$ cat config.mk
export PLATFORM = sky130hd
export DESIGN_NAME = muldiv_unit
export DESIGN_NICKNAME = d
export VERILOG_FILES = /design/src/rtl/muldiv_pkg.sv /design/src/rtl/muldiv_unit_cond_neg.sv /design/src/rtl/muldiv_unit.sv
export SDC_FILE = /design/constraint.sdc
export NUM_CORES = 1
export LEC_CHECK = 0
export ABC_CLOCK_PERIOD_IN_PS = 4100
export BUFFER_PORTS_ARGS = -buffer_cell sky130_fd_sc_hd__buf_2
export CORE_UTILIZATION = 30
export DETAILED_ROUTE_END_ITERATION = 10
export PLACE_DENSITY = 0.58
export SKIP_LAST_GASP = 1
export SYNTH_ARGS = -nofsm -noshare
export SYNTH_HDL_FRONTEND = slang
export SYNTH_SLANG_ARGS = --single-unit
$ cat constraint.sdc
create_clock -name clk1 -period 4.1 [get_ports clk1]
set_input_delay 0.205 -clock clk1 [delete_from_list [all_inputs] [get_ports clk1]]
set_output_delay 0.205 -clock clk1 [all_outputs]
set_load 0.01 [all_outputs]
$ cat src/rtl/muldiv_pkg.sv
// Shared definitions for the HI/LO multiply/divide unit.
// Op codes, FSM states and iteration count.
package muldiv_pkg;

    localparam int ITER = 32;

    typedef enum logic [1:0] {
        OP_MULT  = 2'b00,
        OP_MULTU = 2'b01,
        OP_DIV   = 2'b10,
        OP_DIVU  = 2'b11
    } op_e;

    typedef enum logic [1:0] {
        S_IDLE = 2'b00,
        S_CALC = 2'b01,
        S_FIX  = 2'b10
    } state_e;

endpackage

$ cat src/rtl/muldiv_unit_cond_neg.sv
// Conditional two's-complement negate.
// Used for operand magnitudes and result sign fix.
module cond_neg #(
    parameter int WIDTH = 32
) (
    input  logic             i_neg,
    input  logic [WIDTH-1:0] i_a,
    output logic [WIDTH-1:0] o_y
);

    // Negate when requested, pass through otherwise
    always_comb begin
        o_y = i_neg ? (~i_a + 1'b1) : i_a;
    end

endmodule

$ cat src/rtl/muldiv_unit.sv
// Iterative HI/LO multiply/divide unit.
// Radix-2 shift-add multiply, restoring divide.
module muldiv_unit
    import muldiv_pkg::*;
#(
    parameter int WIDTH = ITER
) (
    input  logic             clk1,
    input  logic             reset,
    input  logic             start,
    input  logic [1:0]       op,
    input  logic [WIDTH-1:0] a,
    input  logic [WIDTH-1:0] b,
    input  logic             flush,
    input  logic             hi_we,
    input  logic             lo_we,
    input  logic [WIDTH-1:0] wdata,
    output logic             busy,
    output logic             done,
    output logic [WIDTH-1:0] hi,
    output logic [WIDTH-1:0] lo
);

    localparam int CW = $clog2(WIDTH) + 1;
    localparam logic [CW-1:0] LAST = CW'(WIDTH - 1);

    state_e r_state;
    state_e w_next;

    logic [2*WIDTH-1:0] r_acc;
    logic [WIDTH-1:0]   r_m;
    logic [CW-1:0]      r_cnt;
    logic               r_is_div;
    logic               r_sa;
    logic               r_sb;
    logic               r_dz;
    logic               r_done;
    logic [WIDTH-1:0]   r_hi;
    logic [WIDTH-1:0]   r_lo;

    logic               w_signed;
    logic               w_sa;
    logic               w_sb;
    logic [WIDTH-1:0]   w_mag_a;
    logic [WIDTH-1:0]   w_mag_b;
    logic               w_start;
    logic               w_fix_wr;

    logic [WIDTH:0]     w_mul_sum;
    logic [2*WIDTH-1:0] w_mul_next;
    logic [WIDTH:0]     w_rem_sh;
    logic [WIDTH:0]     w_trial;
    logic               w_qbit;
    logic [2*WIDTH-1:0] w_div_next;

    logic [WIDTH-1:0]   w_quo_fix;
    logic [WIDTH-1:0]   w_rem_fix;
    logic [2*WIDTH-1:0] w_prod_fix;

    assign w_signed = ~op[0];
    assign w_sa     = w_signed & a[WIDTH-1];
    assign w_sb     = w_signed & b[WIDTH-1];

    cond_neg #(.WIDTH(WIDTH)) u_mag_a (
        .i_neg (w_sa),
        .i_a   (a),
        .o_y   (w_mag_a)
    );

    cond_neg #(.WIDTH(WIDTH)) u_mag_b (
        .i_neg (w_sb),
        .i_a   (b),
        .o_y   (w_mag_b)
    );

    cond_neg #(.WIDTH(WIDTH)) u_quo_fix (
        .i_neg (r_sa ^ r_sb),
        .i_a   (r_acc[WIDTH-1:0]),
        .o_y   (w_quo_fix)
    );

    cond_neg #(.WIDTH(WIDTH)) u_rem_fix (
        .i_neg (r_sa),
        .i_a   (r_acc[2*WIDTH-1:WIDTH]),
        .o_y   (w_rem_fix)
    );

    cond_neg #(.WIDTH(2*WIDTH)) u_prod_fix (
        .i_neg (r_sa ^ r_sb),
        .i_a   (r_acc),
        .o_y   (w_prod_fix)
    );

    assign w_start  = (r_state == S_IDLE) && start && !flush;
    assign w_fix_wr = (r_state == S_FIX) && !flush;

    // One radix-2 step of multiply and of divide
    always_comb begin
        w_mul_sum  = {1'b0, r_acc[2*WIDTH-1:WIDTH]}
                   + (r_acc[0] ? {1'b0, r_m} : {(WIDTH+1){1'b0}});
        w_mul_next = {w_mul_sum, r_acc[WIDTH-1:1]};
        w_rem_sh   = r_acc[2*WIDTH-1:WIDTH-1];
        w_trial    = w_rem_sh - {1'b0, r_m};
        w_qbit     = ~w_trial[WIDTH];
        w_div_next = {(w_qbit ? w_trial[WIDTH-1:0] : w_rem_sh[WIDTH-1:0]),
                      r_acc[WIDTH-2:0], w_qbit};
    end

    // State register
    always_ff @(posedge clk1) begin
        if (reset) begin
            r_state <= S_IDLE;
        end else begin
            r_state <= w_next;
        end
    end

    // Next-state decode; flush aborts CALC and FIX
    always_comb begin
        w_next = r_state;
        case (r_state)
            S_IDLE: begin
                if (start && !flush) begin
                    w_next = S_CALC;
                end
            end
            S_CALC: begin
                if (flush) begin
                    w_next = S_IDLE;
                end else if (r_cnt == LAST) begin
                    w_next = S_FIX;
                end
            end
            S_FIX: begin
                w_next = S_IDLE;
            end
            default: begin
                w_next = S_IDLE;
            end
        endcase
    end

    // Operand latch and iterative accumulator
    always_ff @(posedge clk1) begin
        if (reset) begin
            r_acc    <= '0;
            r_m      <= '0;
            r_cnt    <= '0;
            r_is_div <= 1'b0;
            r_sa     <= 1'b0;
            r_sb     <= 1'b0;
            r_dz     <= 1'b0;
        end else if (w_start) begin
            r_is_div <= op[1];
            r_sa     <= w_sa;
            r_sb     <= w_sb;
            r_dz     <= (b == '0);
            r_cnt    <= '0;
            if (op[1]) begin
                r_m   <= w_mag_b;
                r_acc <= {{WIDTH{1'b0}}, w_mag_a};
            end else begin
                r_m   <= w_mag_a;
                r_acc <= {{WIDTH{1'b0}}, w_mag_b};
            end
        end else if (r_state == S_CALC && !flush) begin
            r_acc <= r_is_div ? w_div_next : w_mul_next;
            r_cnt <= r_cnt + 1'b1;
        end
    end

    // HI/LO: MTHI/MTLO in IDLE, result write in FIX
    always_ff @(posedge clk1) begin
        if (reset) begin
            r_hi <= '0;
            r_lo <= '0;
        end else if (r_state == S_IDLE) begin
            if (hi_we) begin
                r_hi <= wdata;
            end
            if (lo_we) begin
                r_lo <= wdata;
            end
        end else if (w_fix_wr) begin
            if (r_is_div) begin
                r_hi <= w_rem_fix;
                r_lo <= r_dz ? {WIDTH{1'b1}} : w_quo_fix;
            end else begin
                r_hi <= w_prod_fix[2*WIDTH-1:WIDTH];
                r_lo <= w_prod_fix[WIDTH-1:0];
            end
        end
    end

    // Done pulses for the one cycle after the result write
    always_ff @(posedge clk1) begin
        if (reset) begin
            r_done <= 1'b0;
        end else begin
            r_done <= w_fix_wr;
        end
    end

    assign busy = (r_state != S_IDLE);
    assign done = r_done;
    assign hi   = r_hi;
    assign lo   = r_lo;

endmodule

## After elaboration in Yosys (flattened, before gate mapping)

Index checks and enable logic that the tools add are counted.

| word-level totals | value |
|---|---|
| bits of input ports | 104 |
| logic and storage cells | 76 |
| output and inout port bits | 66 |
| register bits | 173 |

| cells by class | value |
|---|---|
| eq/ne operators | 7 |
| bitwise operators | 10 |
| reduce and logical (&&, ||, !) cells | 15 |
| mux-type cells | 25 |
| add/subtract/negate cells | 8 |

Operator list:

| operator | count |
|---|---|
| $mux W32 | 17 |
| $mux W64 | 4 |
| $add A32 B1 Y32 const B | 4 |
| $not A32 Y32 | 4 |
| $add A64 B1 Y64 const B | 1 |
| $not A64 Y64 | 1 |
| $add A32 B32 Y33 | 1 |
| $sub A33 B32 Y33 | 1 |
| $logic_not A32 Y1 | 1 |
| $add A6 B1 Y6 const B | 1 |
| $eq A6 B5 Y1 const B | 1 |
| $mux W2 | 3 |
| $ne A2 B2 Y1 const B | 3 |
| $reduce_and A2 Y1 | 3 |
| $reduce_bool A2 Y1 | 3 |
| $logic_and A1 B1 Y1 | 5 |
| $pmux W2 S2 | 1 |
| $ne A3 B3 Y1 const B | 1 |
| $and A1 B1 Y1 | 2 |
| $eq A2 B1 Y1 const B | 1 |
| $eq A2 B2 Y1 const B | 1 |
| $logic_not A2 Y1 | 1 |
| $not A1 Y1 | 2 |
| $reduce_or A2 Y1 | 1 |
| 2 further kinds | 2 |

## Longest topological paths before layout

Gate-level depths: netlist of the first run.

| logic depth | value |
|---|---|
| word-level depth | 7 |
| depth in mapped cells | 15 |
| gate-level depth less buffers | 14 |

## Cells and area by module

A second synthesis of the first run with hierarchy kept.

| unflattened totals | value |
|---|---|
| cells, all modules | 2129 |
| area, all modules | 16968.8 µm² |

By module, submodules not included:

| module | area an instance (µm²) | seq. area each (µm²) | cells each | times used |
|---|---|---|---|---|
| muldiv_unit | 12211.7 | 3463.3 | 1527 | 1 |
| cond_neg (u_mag_a ...) | 777.0 | 0.0 | 99 | 4 |
| cond_neg (u_prod_fix) | 1649.1 | 0.0 | 206 | 1 |

## Worst setup path after synthesis of the first run

OpenSTA, ideal clock, no wires.

| path | value |
|---|---|
| kind | reg2reg |
| start point | register r_acc[0] |
| end point | register r_acc[59] |
| clock period less this slack | 3210 ps |
| cell stages (with the launch flop) | 16 |
| path slack | 890 ps |
| library setup time | 120 ps |
| buffers on the path | 2 |
| required time | 3980 ps |
| data arrival time | 3091 ps |
| path through | dfxtp_1 -> inv_1 -> clkbuf_1 -> nor2_1 -> ha_1 -> clkbuf_1 -> a2111oi_0 -> o21ai_0 -> a22o_1 -> a21oi_2 -> o21a_1 -> a31oi_1 -> a211oi_1 -> o21bai_1 -> xor2_1 -> a211o_1 |

| between the ends | value |
|---|---|
| cells in the longest elaborated chain, start to end | 5 |

Ends and longest elaborated chain:

| item | line | source |
|---|---|---|
| from (decl) | muldiv_unit.sv:30 | `logic [2*WIDTH-1:0] r_acc;` |
| from (signal assigned) | muldiv_unit.sv:161 | `r_acc <= {{WIDTH{1'b0}}, w_mag_a};` |
| from (signal assigned) | muldiv_unit.sv:164 | `r_acc <= {{WIDTH{1'b0}}, w_mag_b};` |
| from (signal assigned) | muldiv_unit.sv:167 | `r_acc <= r_is_div ? w_div_next : w_mul_next;` |
| $mux W32 | muldiv_unit.sv:100 | `+ (r_acc[0] ? {1'b0, r_m} : {(WIDTH+1){1'b0}});` |
| $add A32 B32 Y33 | muldiv_unit.sv:100 |  |
| $mux W64 | muldiv_unit.sv:167 |  |
| $mux W64 | muldiv_unit.sv:166 | `end else if (r_state == S_CALC && !flush) begin` |
| $mux W64 | muldiv_unit.sv:153 | `end else if (w_start) begin` |

Every way passes these cells. The select of a mux whose other input is x is not followed.
A chain may end at the register's enable or synchronous reset.

## Final worst setup path of the first run

Ends and elaborated chain as after synthesis.

==> metrics, run 1 <==
outcome=finished clean; dpl hpwl=42.33 mm; endpoints failing setup=0; fmax=259.1 MHz; # nets final=2250; Critical Path Fanout Max=17; clk sinks=173; post-synth top area share=0.2373; R2R Path End=r_acc[59]; Period Utilization, post-route=0.9415; Post-Syn Nets=2144; setup TNS=0 ps; Clock Tree Buf Depth=2; overall routing resource usage=0.2112; crit path from=r_acc[0]; Final Hold Vio Count=0; WL/cell=19.99 um; setup slack, reg-to-reg=240 ps; largest net degree at the start of global routing=84; cell taking the most area after synthesis=dfxtp_1; total number of vias=15110; num rows=80; Port Buffers=169; crit path time final=3860 ps; layout cell share with drive strength beyond 1=0.1346; clock skew=11.09 ps; Yosys Warn Count=0; TritonCTS clock tree=yes; most frequent cell after synthesis=a21oi_1; worst min-delay path class=primary input to flip-flop; Iter 0 DRT Violations=1412; Leak Pwr=6.559 nW; post-cts hold buffer count=0; Power Density=297.9 mW/mm2; RSZ-0062 raised after global routing=no; clock slew at reported path FFs=70 ps; Synth Flop Type=dfxtp_1; placed cells=2671; first-pass GRT wire length=81.19 mm; die width=222.6 um; core area=0.04785 mm2; Setup crit end kind=flip-flop; Layout Cells excl Fill=2703; post-CTS setup buffers=0; Mapped Area=0.01459 mm2; register area share after synthesis=0.2373; flops & latches, synth=173; peak supply drop=0.2423 mV; number of global-route vias before repair=13660; WS Path Type=flip-flop to flip-flop; Layout area overhead=13.43%; Post-Route WL=54.03 mm; grt ovf=0; # diodes=0; Slew @ Worst Pin=1159 ps; CTS resizes=0; post-synthesis cell type count=86; Util after Layout=0.3459; clk root buf=clkbuf_16; hold path endpoint=hi[31]; Critical Path RT=4440 ps; HP Start=wdata[31]; DRT Pass-1 Iters=6; chip height=222.6 um; top cells by area, synth=dfxtp_1 24%, a21oi_1 7.9%, xnor2_1 6.1%, ha_1 5.9%, nand2_1 5.7%; crit start category=flip-flop; # IOs=170; worst skew pair latency=450 ps; Mapped Avg Cell Area=7.411 um2; Remaining DRCs=0; remaining antenna violation count=0; H-Tree Depth=4; Commonest cells post-synth=230 x a21oi_1, 221 x nand2_1, 218 x nor2_1; GPL Wtd Cong=0.9629; die area=0.04953 mm2; initial antenna violation count=1; worst rel slew slack=0.2258; worst-case reg-to-reg path depth=13; worst reg2reg startpoint=r_acc[0]; cts bufs inserted=17; Synth async-reset ratio=0; vias per inst=5.589; Initial Util=0.3050; EDFF count, synth=0; Post-Synthesis Cells=1969; Final Max Slew Viols=0; arrival time worst endpoint=4200 ps; Max-Cap Viols=0; worst hold stages=3
## through the flow
step	power, mW	setup slack [ps]	area (um2)	hold slack, ps
floorplan	2.813	889.8	14590	364.0
global placement	3.249	424.8	15960	438.7
detailed placement	3.263	363.5	15960	441.4
CTS	4.941	309.5	16550	37.03
global route	5.149	32.53	16550	59.40
finish	4.932	239.8	16550	55.25
## per-layer routing
layer,wire (um),share of wire,global-route usage
met4,1982,0.037,0.09121
met3,3504,0.065,0.03584
met2,23930,0.44,0.3305
met1,24610,0.46,0.2840
met5,0,0,0
## worst max-delay path, stage by stage (launching register included)
cell and delay (ps):
dfxtp_1 380, inv_1 470, nor2_1 90, ha_1 400
a2111oi_0 460, o21ai_0 160, a22o_1 240, a21oi_2 240
o21a_1 210, a31oi_1 200, a211oi_1 310, o21bai_1 120
xor2_1 150, a211o_1 300
## layout by cell type, fill, tap and decap left out, types with 8 or more instances in the layout
cell type,count
buf_4,48
o21bai_1,10
buf_2,168
nor4_1,16
inv_1,57
or3_1,15
a21o_1,28
o31ai_1,19
mux2i_1,74
nand2b_1,20
o41ai_1,8
a21oi_1,230
xor2_1,80
nand3_1,14
a22oi_1,15
nor2_1,218
o21ai_0,118
nor3_1,38
and2_1,12
dfxtp_1,172
nand4_1,15
a211oi_1,36
xnor2_1,100
clkbuf_16,17
ha_1,69
nand2_1,221
o211ai_1,74
nor2b_1,18
a31oi_1,12
o221ai_1,20
o21a_1,16
## area by class of cell
type,count,area [um2]
fill,5112,31290
multi-input combinational,1609,10310
sequential,173,3465
timing repair buffer,216,1201
tap,615,769.5
clock buffer,20,456.7
inverter,58,217.7
clock inverter,12,135.1
## where the power goes
| group | leakage (nW) | internal, mW | switching (mW) |
|---|---|---|---|
| registers | 1.42 | 1.77 | 0.103 |
| logic | 4.86 | 0.511 | 0.850 |
| clock network | 0.279 | 0.934 | 0.759 |
| total | 6.56 | 3.22 | 1.71 |
## worst max path at each step
stage                     end  slack [ps]
finish              r_acc[59]         240
floorplan           r_acc[59]         890
global route        r_acc[59]          30
detailed placement  r_acc[62]         360
global placement    r_acc[35]         420
CTS                 r_acc[62]         310
## logic make-up (layout without fill, tap and decap cells)
group,Yosys count,after routing,synth area share
AO/OA/AOI/OAI,646,646,0.2805
adder cells (fa/ha/maj),71,71,0.06191
multiplexers,75,75,0.05153
buffers and inverters,187,306,0.05753
XOR/XNOR,181,181,0.1086
flip-flops,173,173,0.2373
AND/OR/NAND/NOR,636,636,0.2026
## state kept, by name, indices dropped and copies added (netlist names)
| name | flops |
|---|---|
| done | 1 |
| lo | 32 |
| r_sb | 1 |
| r_is_div | 1 |
| r_cnt | 6 |
| r_m | 32 |
| r_acc | 64 |
| hi | 32 |
| r_sa | 1 |
| r_dz | 1 |
| r_state | 2 |
Power figures use the tool's default switching activity.
==> inputs of run 2 (changes only) <==
--- a/config.mk
+++ b/config.mk
@@ -9,7 +9,7 @@
 export BUFFER_PORTS_ARGS = -buffer_cell sky130_fd_sc_hd__buf_2
 export CORE_UTILIZATION = 30
 export DETAILED_ROUTE_END_ITERATION = 10
-export PLACE_DENSITY = 0.58
+export PLACE_DENSITY_LB_ADDON = 0.3
 export SKIP_LAST_GASP = 1
 export SYNTH_ARGS = -nofsm -noshare
 export SYNTH_HDL_FRONTEND = slang
==> run 2 against run 1 <==
Effect of this change: final area increased by 0.61%; largest cell class unchanged; highest routed layer unchanged; fmax increased by 0.42%; die area unchanged; clock power about the same; final cell count increased by 0.37%; routed wire length increased by 1.3%; sequential power about the same; critical endpoint unchanged; hold slack got worse by 16 ps.
==> metrics, run 2 (synthesis results as in run 1) <==
outcome=finished clean (unchanged); GPL Wtd Cong=0.9252 (was 0.9629); arrival time worst endpoint=4190 ps (was 4200 ps); number of global-route vias before repair=13840 (was 13660); Post-Route WL=54.75 mm (was 54.03 mm); Setup crit end kind=flip-flop (unchanged); peak supply drop=0.2715 mV (was 0.2423 mV); setup TNS=0 ps (unchanged); critical-path cell list=clkinvlp_4 > buf_4 > nor2_1 > ha_1 > a2111oi_0 > o21ai_0 > a22o_1 > a21oi_2 > o21a_1 > a31oi_1 > a211oi_1 > o21bai_1 > xor2_1 > a211o_1 (was inv_1 > nor2_1 > ha_1 > a2111oi_0 > o21ai_0 > a22o_1 > a21oi_2 > o21a_1 > a31oi_1 > a211oi_1 > o21bai_1 > xor2_1 > a211o_1); clk sinks=173 (unchanged); end point of the critical path=r_acc[59] (unchanged); die width=222.6 um (unchanged); Final Hold Vio Count=0 (unchanged); Power Density=297.0 mW/mm2 (was 297.9 mW/mm2); Iter 0 DRT Violations=1479 (was 1412); # nets final=2259 (was 2250); layout cell share with drive strength beyond 1=0.1392 (was 0.1346); Port Buffers=169 (unchanged); initial antenna violation count=0 (was 1); worst reg2reg startpoint=r_acc[0] (unchanged); max reg flops=64 (unchanged); Remaining DRCs=0 (unchanged); total number of vias=15190 (was 15110); overall routing resource usage=0.2129 (was 0.2112); Largest Register=r_acc (unchanged); num rows=80 (unchanged); Clock Tree Buf Depth=2 (unchanged); vias per inst=5.598 (was 5.589); WL/cell=20.18 um (was 19.99 um); DRT Pass-1 Iters=5 (was 6); R2R Path End=r_acc[59] (unchanged); Crit-path slowest cell=dfxtp_1 (was inv_1); die area=0.04953 mm2 (unchanged); Critical Path Fanout Max=9 (was 17); largest net degree at the start of global routing=70 (was 84); setup slack, reg-to-reg=260 ps (was 240 ps); core area=0.04785 mm2 (unchanged); crit path time final=3844 ps (was 3860 ps); # IOs=170 (unchanged); endpoints failing setup=0 (unchanged); Placed Area=0.01604 mm2 (was 0.01596 mm2); Period Utilization, post-route=0.9376 (was 0.9415); first-pass GRT wire length=82.03 mm (was 81.19 mm); most frequent cells in the layout=230 x a21oi_1, 221 x nand2_1, 217 x nor2_1 (was 230 x a21oi_1, 221 x nand2_1, 218 x nor2_1); Final Max Slew Viols=0 (unchanged); worst min-delay path class=primary input to flip-flop (unchanged); fmax=260.1 MHz (was 259.1 MHz); clock slew at reported path FFs=80 ps (was 70 ps); Layout area overhead=14.12% (was 13.43%); remaining antenna violation count=0 (unchanged); Final Cell Area=0.01665 mm2 (was 0.01655 mm2); worst rel slew slack=0.2511 (was 0.2258); Initial Util=0.3050 (unchanged); Max-Cap Viols=0 (unchanged); Leak Pwr=6.613 nW (was 6.559 nW); crit path from=r_acc[0] (unchanged); most common cell after layout, fill and taps aside=a21oi_1 (unchanged); TritonCTS clock tree=yes (unchanged); Critical Path RT=4450 ps (was 4440 ps); Slew @ Worst Pin=1123 ps (was 1159 ps); grt ovf=0 (unchanged); hold slack=39.54 ps (was 55.25 ps); worst-case reg-to-reg path depth=14 (was 13); clk root buf=clkbuf_16 (unchanged); crit start category=flip-flop (unchanged); WS Path Type=flip-flop to flip-flop (unchanged); clock skew=19.52 ps (was 11.09 ps); Design Power=4.946 mW (was 4.932 mW); dpl hpwl=42.66 mm (was 42.33 mm); worst skew pair latency=460 ps (was 450 ps); post-cts hold buffer count=0 (unchanged); cts bufs inserted=17 (unchanged); max incr delay on CP=510 ps (was 470 ps); Util after Layout=0.3481 (was 0.3459); chip height=222.6 um (unchanged); H-Tree Depth=4 (unchanged)
run 2: cell types whose count changed in the layout (fill, tap and decap cells not counted), moves of 2 or more:
| cell | delta |
|---|---|
| buf_12 | +2 |
| clkinvlp_4 | -2 |
| clkbuf_8 | -2 |
| buf_4 | +7 |
| inv_6 | +4 |
| inv_8 | +2 |
run 2: final cells by class:
| class | instances | area [um2] |
|---|---|---|
| fillers | 5060 | 31190 |
| well taps | 615 | 769.5 |
| clock inverters | 14 | 151.4 |
| flip-flops and latches | 173 | 3465 |
| diodes | 1 | 2.502 |
| multi-input cells | 1609 | 10320 |
| clock buffers | 18 | 429.2 |
| inverters | 58 | 221.5 |
| repair buffers | 225 | 1294 |
run 2: through the flow:
stage / setup slack (ps) / std cells
6_report: 256.0 / 2713
2_1_floorplan: 889.8 / 1969
3_5_place_dp: 189.6 / 2678
4_1_cts: 181.5 / 2710
5_1_grt: -0.7265 / 2712
3_3_place_gp: 215.0 / 2678
run 2: timing repair:
action,CTS,global route
setup endpoints to repair,0,4
hold endpoints to repair,0,0
gates resized for setup,0,2
setup buffers,0,2
run 2: worst min path at each step:
stage	from	end	slack, ps	depth (start not counted)
after global routing	wdata[31]	hi[31]	30	3
after detailed placement	r_m[13]	r_m[13]	450	2
final	wdata[31]	hi[31]	40	3
after CTS	wdata[31]	hi[31]	30	3
after floorplan	wdata[2]	hi[2]	360	2
after global placement	lo[3]	lo[3]	440	2
run 2: critical path: cells and delay by family (launching register included):
kind | cells | cell delay, ps
AO/OA/AOI/OAI | 9 | 2190
flip-flops | 1 | 510
buffers and inverters | 2 | 460
adder cells (fa/ha/maj) | 1 | 320
XOR/XNOR | 1 | 160
AND/OR/NAND/NOR | 1 | 100
run 2: routing by layer:
metal,vias to the layer above,part of all wire,GRT usage
met5,-,0,0
met4,0,0.025,0.06652
met3,64,0.060,0.02407
met2,597,0.45,0.3394
met1,7218,0.47,0.2979
li1,7309,-,-
run 2: report_power, final:
| group | internal (mW) | switching (mW) |
|---|---|---|
| Combinational | 0.521 | 0.859 |
| Sequential | 1.77 | 0.105 |
| Clock | 0.863 | 0.823 |
| Total | 3.16 | 1.79 |
==> inputs of run 3 (changes only) <==
--- a/config.mk
+++ b/config.mk
@@ -7,9 +7,9 @@
 export LEC_CHECK = 0
 export ABC_CLOCK_PERIOD_IN_PS = 4100
 export BUFFER_PORTS_ARGS = -buffer_cell sky130_fd_sc_hd__buf_2
-export CORE_UTILIZATION = 30
+export CORE_UTILIZATION = 55
 export DETAILED_ROUTE_END_ITERATION = 10
-export PLACE_DENSITY_LB_ADDON = 0.3
+export PLACE_DENSITY = 0.75
 export SKIP_LAST_GASP = 1
 export SYNTH_ARGS = -nofsm -noshare
 export SYNTH_HDL_FRONTEND = slang
==> run 3 against run 2 <==
Effect of this change: highest routed layer unchanged; first-iteration DRC count rose by 21%; sequential cell count did not move; global-route usage rose by 15 points; largest power group unchanged; routed wire length fell by 9.5%; critical path depth did not move; sequential power barely moved; worst setup slack improved by 70 ps; clock skew fell by 0.63 ps; hold slack improved by 14 ps; clock-buffer cell count fell by 1; core utilization rose by 28 points; critical path type unchanged.
==> metrics, run 3 (synthesis results as in run 1) <==
outcome=finished clean (unchanged); most common cell after layout, fill and taps aside=a21oi_1 (unchanged); crit start category=flip-flop (unchanged); arrival time worst endpoint=4110 ps (was 4190 ps); max incr delay on CP=470 ps (was 510 ps); clock skew=18.88 ps (was 19.52 ps); HP Start=wdata[31] (unchanged); CTS resizes=0 (unchanged); largest net degree at the start of global routing=84 (was 70); # nets final=2250 (was 2259); Multi-input gate area=0.01031 mm2 (was 0.01032 mm2); Power Density=306.5 mW/mm2 (was 297.0 mW/mm2); # diodes=0 (was 1); WP buf/inv=2 (unchanged); Critical Path Fanout Max=13 (was 9); Layout area overhead=11.43% (was 14.12%); WL/cell=20.44 um (was 20.18 um); worst reg2reg startpoint=r_acc[0] (unchanged); max reg flops=64 (unchanged); Placed Area=0.01563 mm2 (was 0.01604 mm2); initial antenna violation count=0 (unchanged); # IOs=170 (unchanged); Post-Route WL=49.53 mm (was 54.75 mm); endpoints failing setup=0 (unchanged); Final Cell Area=0.01626 mm2 (was 0.01665 mm2); Clock Tree Buf Depth=2 (unchanged); post-CTS setup buffers=0 (unchanged); hold path endpoint=hi[31] (unchanged); Crit-path slowest cell=inv_1 (was dfxtp_1); die area=0.02719 mm2 (was 0.04953 mm2); setup TNS=0 ps (unchanged); most frequent cells in the layout=229 x a21oi_1, 221 x nand2_1, 217 x nor2_1 (was 230 x a21oi_1, 221 x nand2_1, 217 x nor2_1); grt ovf=0 (unchanged); Port Buffers=169 (unchanged); setup slack, reg-to-reg=330 ps (was 260 ps); crit path time final=3774 ps (was 3844 ps); WS Path Type=flip-flop to flip-flop (unchanged); Layout fillers=2410 (was 5060); cts bufs inserted=17 (unchanged); first-pass GRT wire length=75.86 mm (was 82.03 mm); die width=164.9 um (was 222.6 um); Setup crit end kind=flip-flop (unchanged); worst-case reg-to-reg path depth=14 (unchanged); Final Max Slew Viols=0 (unchanged); vias per inst=6.334 (was 5.598); remaining antenna violation count=0 (unchanged); critical-path cell list=inv_1 > buf_4 > nor2_1 > ha_1 > a2111oi_0 > o21ai_0 > a22o_1 > a21oi_2 > o21a_1 > a31oi_1 > a211oi_1 > o21bai_1 > xor2_1 > a211o_1 (was clkinvlp_4 > buf_4 > nor2_1 > ha_1 > a2111oi_0 > o21ai_0 > a22o_1 > a21oi_2 > o21a_1 > a31oi_1 > a211oi_1 > o21bai_1 > xor2_1 > a211o_1); H-Tree Depth=4 (unchanged); Max-Cap Viols=0 (unchanged); Largest Register=r_acc (unchanged); CP top delay family=compound AO/OA/AOI/OAI gates (unchanged); overall routing resource usage=0.3604 (was 0.2129); R2R Path End=r_acc[59] (unchanged); DRT Pass-1 Iters=7 (was 5); core area=0.02606 mm2 (was 0.04785 mm2); clk sinks=173 (unchanged); worst hold stages=3 (unchanged); worst min-delay path class=primary input to flip-flop (unchanged); TritonCTS clock tree=yes (unchanged); number of global-route vias before repair=13800 (was 13840); Leak Pwr=6.583 nW (was 6.613 nW); num rows=59 (was 80); GPL Wtd Cong=1.013 (was 0.9252); Iter 0 DRT Violations=1793 (was 1479); Initial Util=0.5600 (was 0.3050); post-cts hold buffer count=0 (unchanged); Slew @ Worst Pin=1325 ps (was 1123 ps); Period Utilization, post-route=0.9204 (was 0.9376); Final Hold Vio Count=0 (unchanged); Reg area=0.003465 mm2 (unchanged); dpl hpwl=37.77 mm (was 42.66 mm); chip height=164.9 um (was 222.6 um); worst rel slew slack=0.1098 (was 0.2511); worst skew pair latency=450 ps (was 460 ps); total number of vias=15350 (was 15190); peak supply drop=0.2443 mV (was 0.2715 mV); Remaining DRCs=0 (unchanged); clk root buf=clkbuf_16 (unchanged); Critical Path RT=4430 ps (was 4450 ps); fmax=265.0 MHz (was 260.1 MHz); clock slew at reported path FFs=80 ps (about the same); layout cell share with drive strength beyond 1=0.1360 (was 0.1392); RSZ-0062 raised after global routing=no
run 3: cell count changes in the layout (fill, tap and decap cells not counted), sizes merged:
cell / change
buf: -9
clkbuf: -1
diode: -1
clkinv: +2
clkinvlp: -1
run 3: worst reg2reg max path, stage by stage, from the launching register on:
cell       delay [ps]
dfxtp_1           380
inv_1             470
buf_4             250
nor2_1             40
ha_1              230
a2111oi_0         470
o21ai_0           160
a22o_1            240
a21oi_2           220
o21a_1            230
a31oi_1           170
a211oi_1          270
o21bai_1          110
xor2_1            140
a211o_1           280
run 3: report_power, final:
part           switching [mW]  internal (mW)  leakage [nW]
clock network           0.859          0.893         0.303
registers               0.100           1.77          1.42
logic                   0.841          0.518          4.87
total                    1.80           3.18          6.58
run 3: worst max path at each step:
| stage | start | end | depth (start not counted) |
|---|---|---|---|
| floorplan | r_acc[0] | r_acc[59] | 15 |
| global placement | r_acc[0] | r_acc[59] | 14 |
| detailed placement | r_acc[0] | r_acc[62] | 13 |
| CTS | r_acc[0] | r_acc[62] | 13 |
| global route | r_acc[0] | r_acc[59] | 14 |
| finish | r_acc[0] | r_acc[59] | 14 |
run 3: cell type report:
| type | count | share of cell area |
|---|---|---|
| repair buffers | 216 | 0.07464 |
| inverters | 58 | 0.01339 |
| clock buffers | 17 | 0.02616 |
| well taps | 335 | 0.02578 |
| flip-flops and latches | 173 | 0.2131 |
| multi-input cells | 1609 | 0.6343 |
| clock inverters | 15 | 0.01270 |
run 3: layer usage:
metal  routed length, um  track usage
met3                4193      0.05173
met4                2381       0.1768
met5                   0            0
met1               21360       0.4901
met2               21600       0.5548
run 3: through the flow:
step | util | cells | power (mW) | hold slack (ps) | setup WS (ps)
floorplan | - | 1969 | 2.813 | 364.0 | 889.8
global placement | 0.5998 | 2391 | 3.214 | 437.5 | 589.4
detailed placement | 0.5998 | 2391 | 3.232 | 443.9 | 454.8
CTS | 0.6240 | 2423 | 4.957 | 51.61 | 417.4
global route | 0.6240 | 2423 | 5.193 | 46.03 | 31.57
finish | 0.6240 | 2423 | 4.984 | 53.07 | 326.5
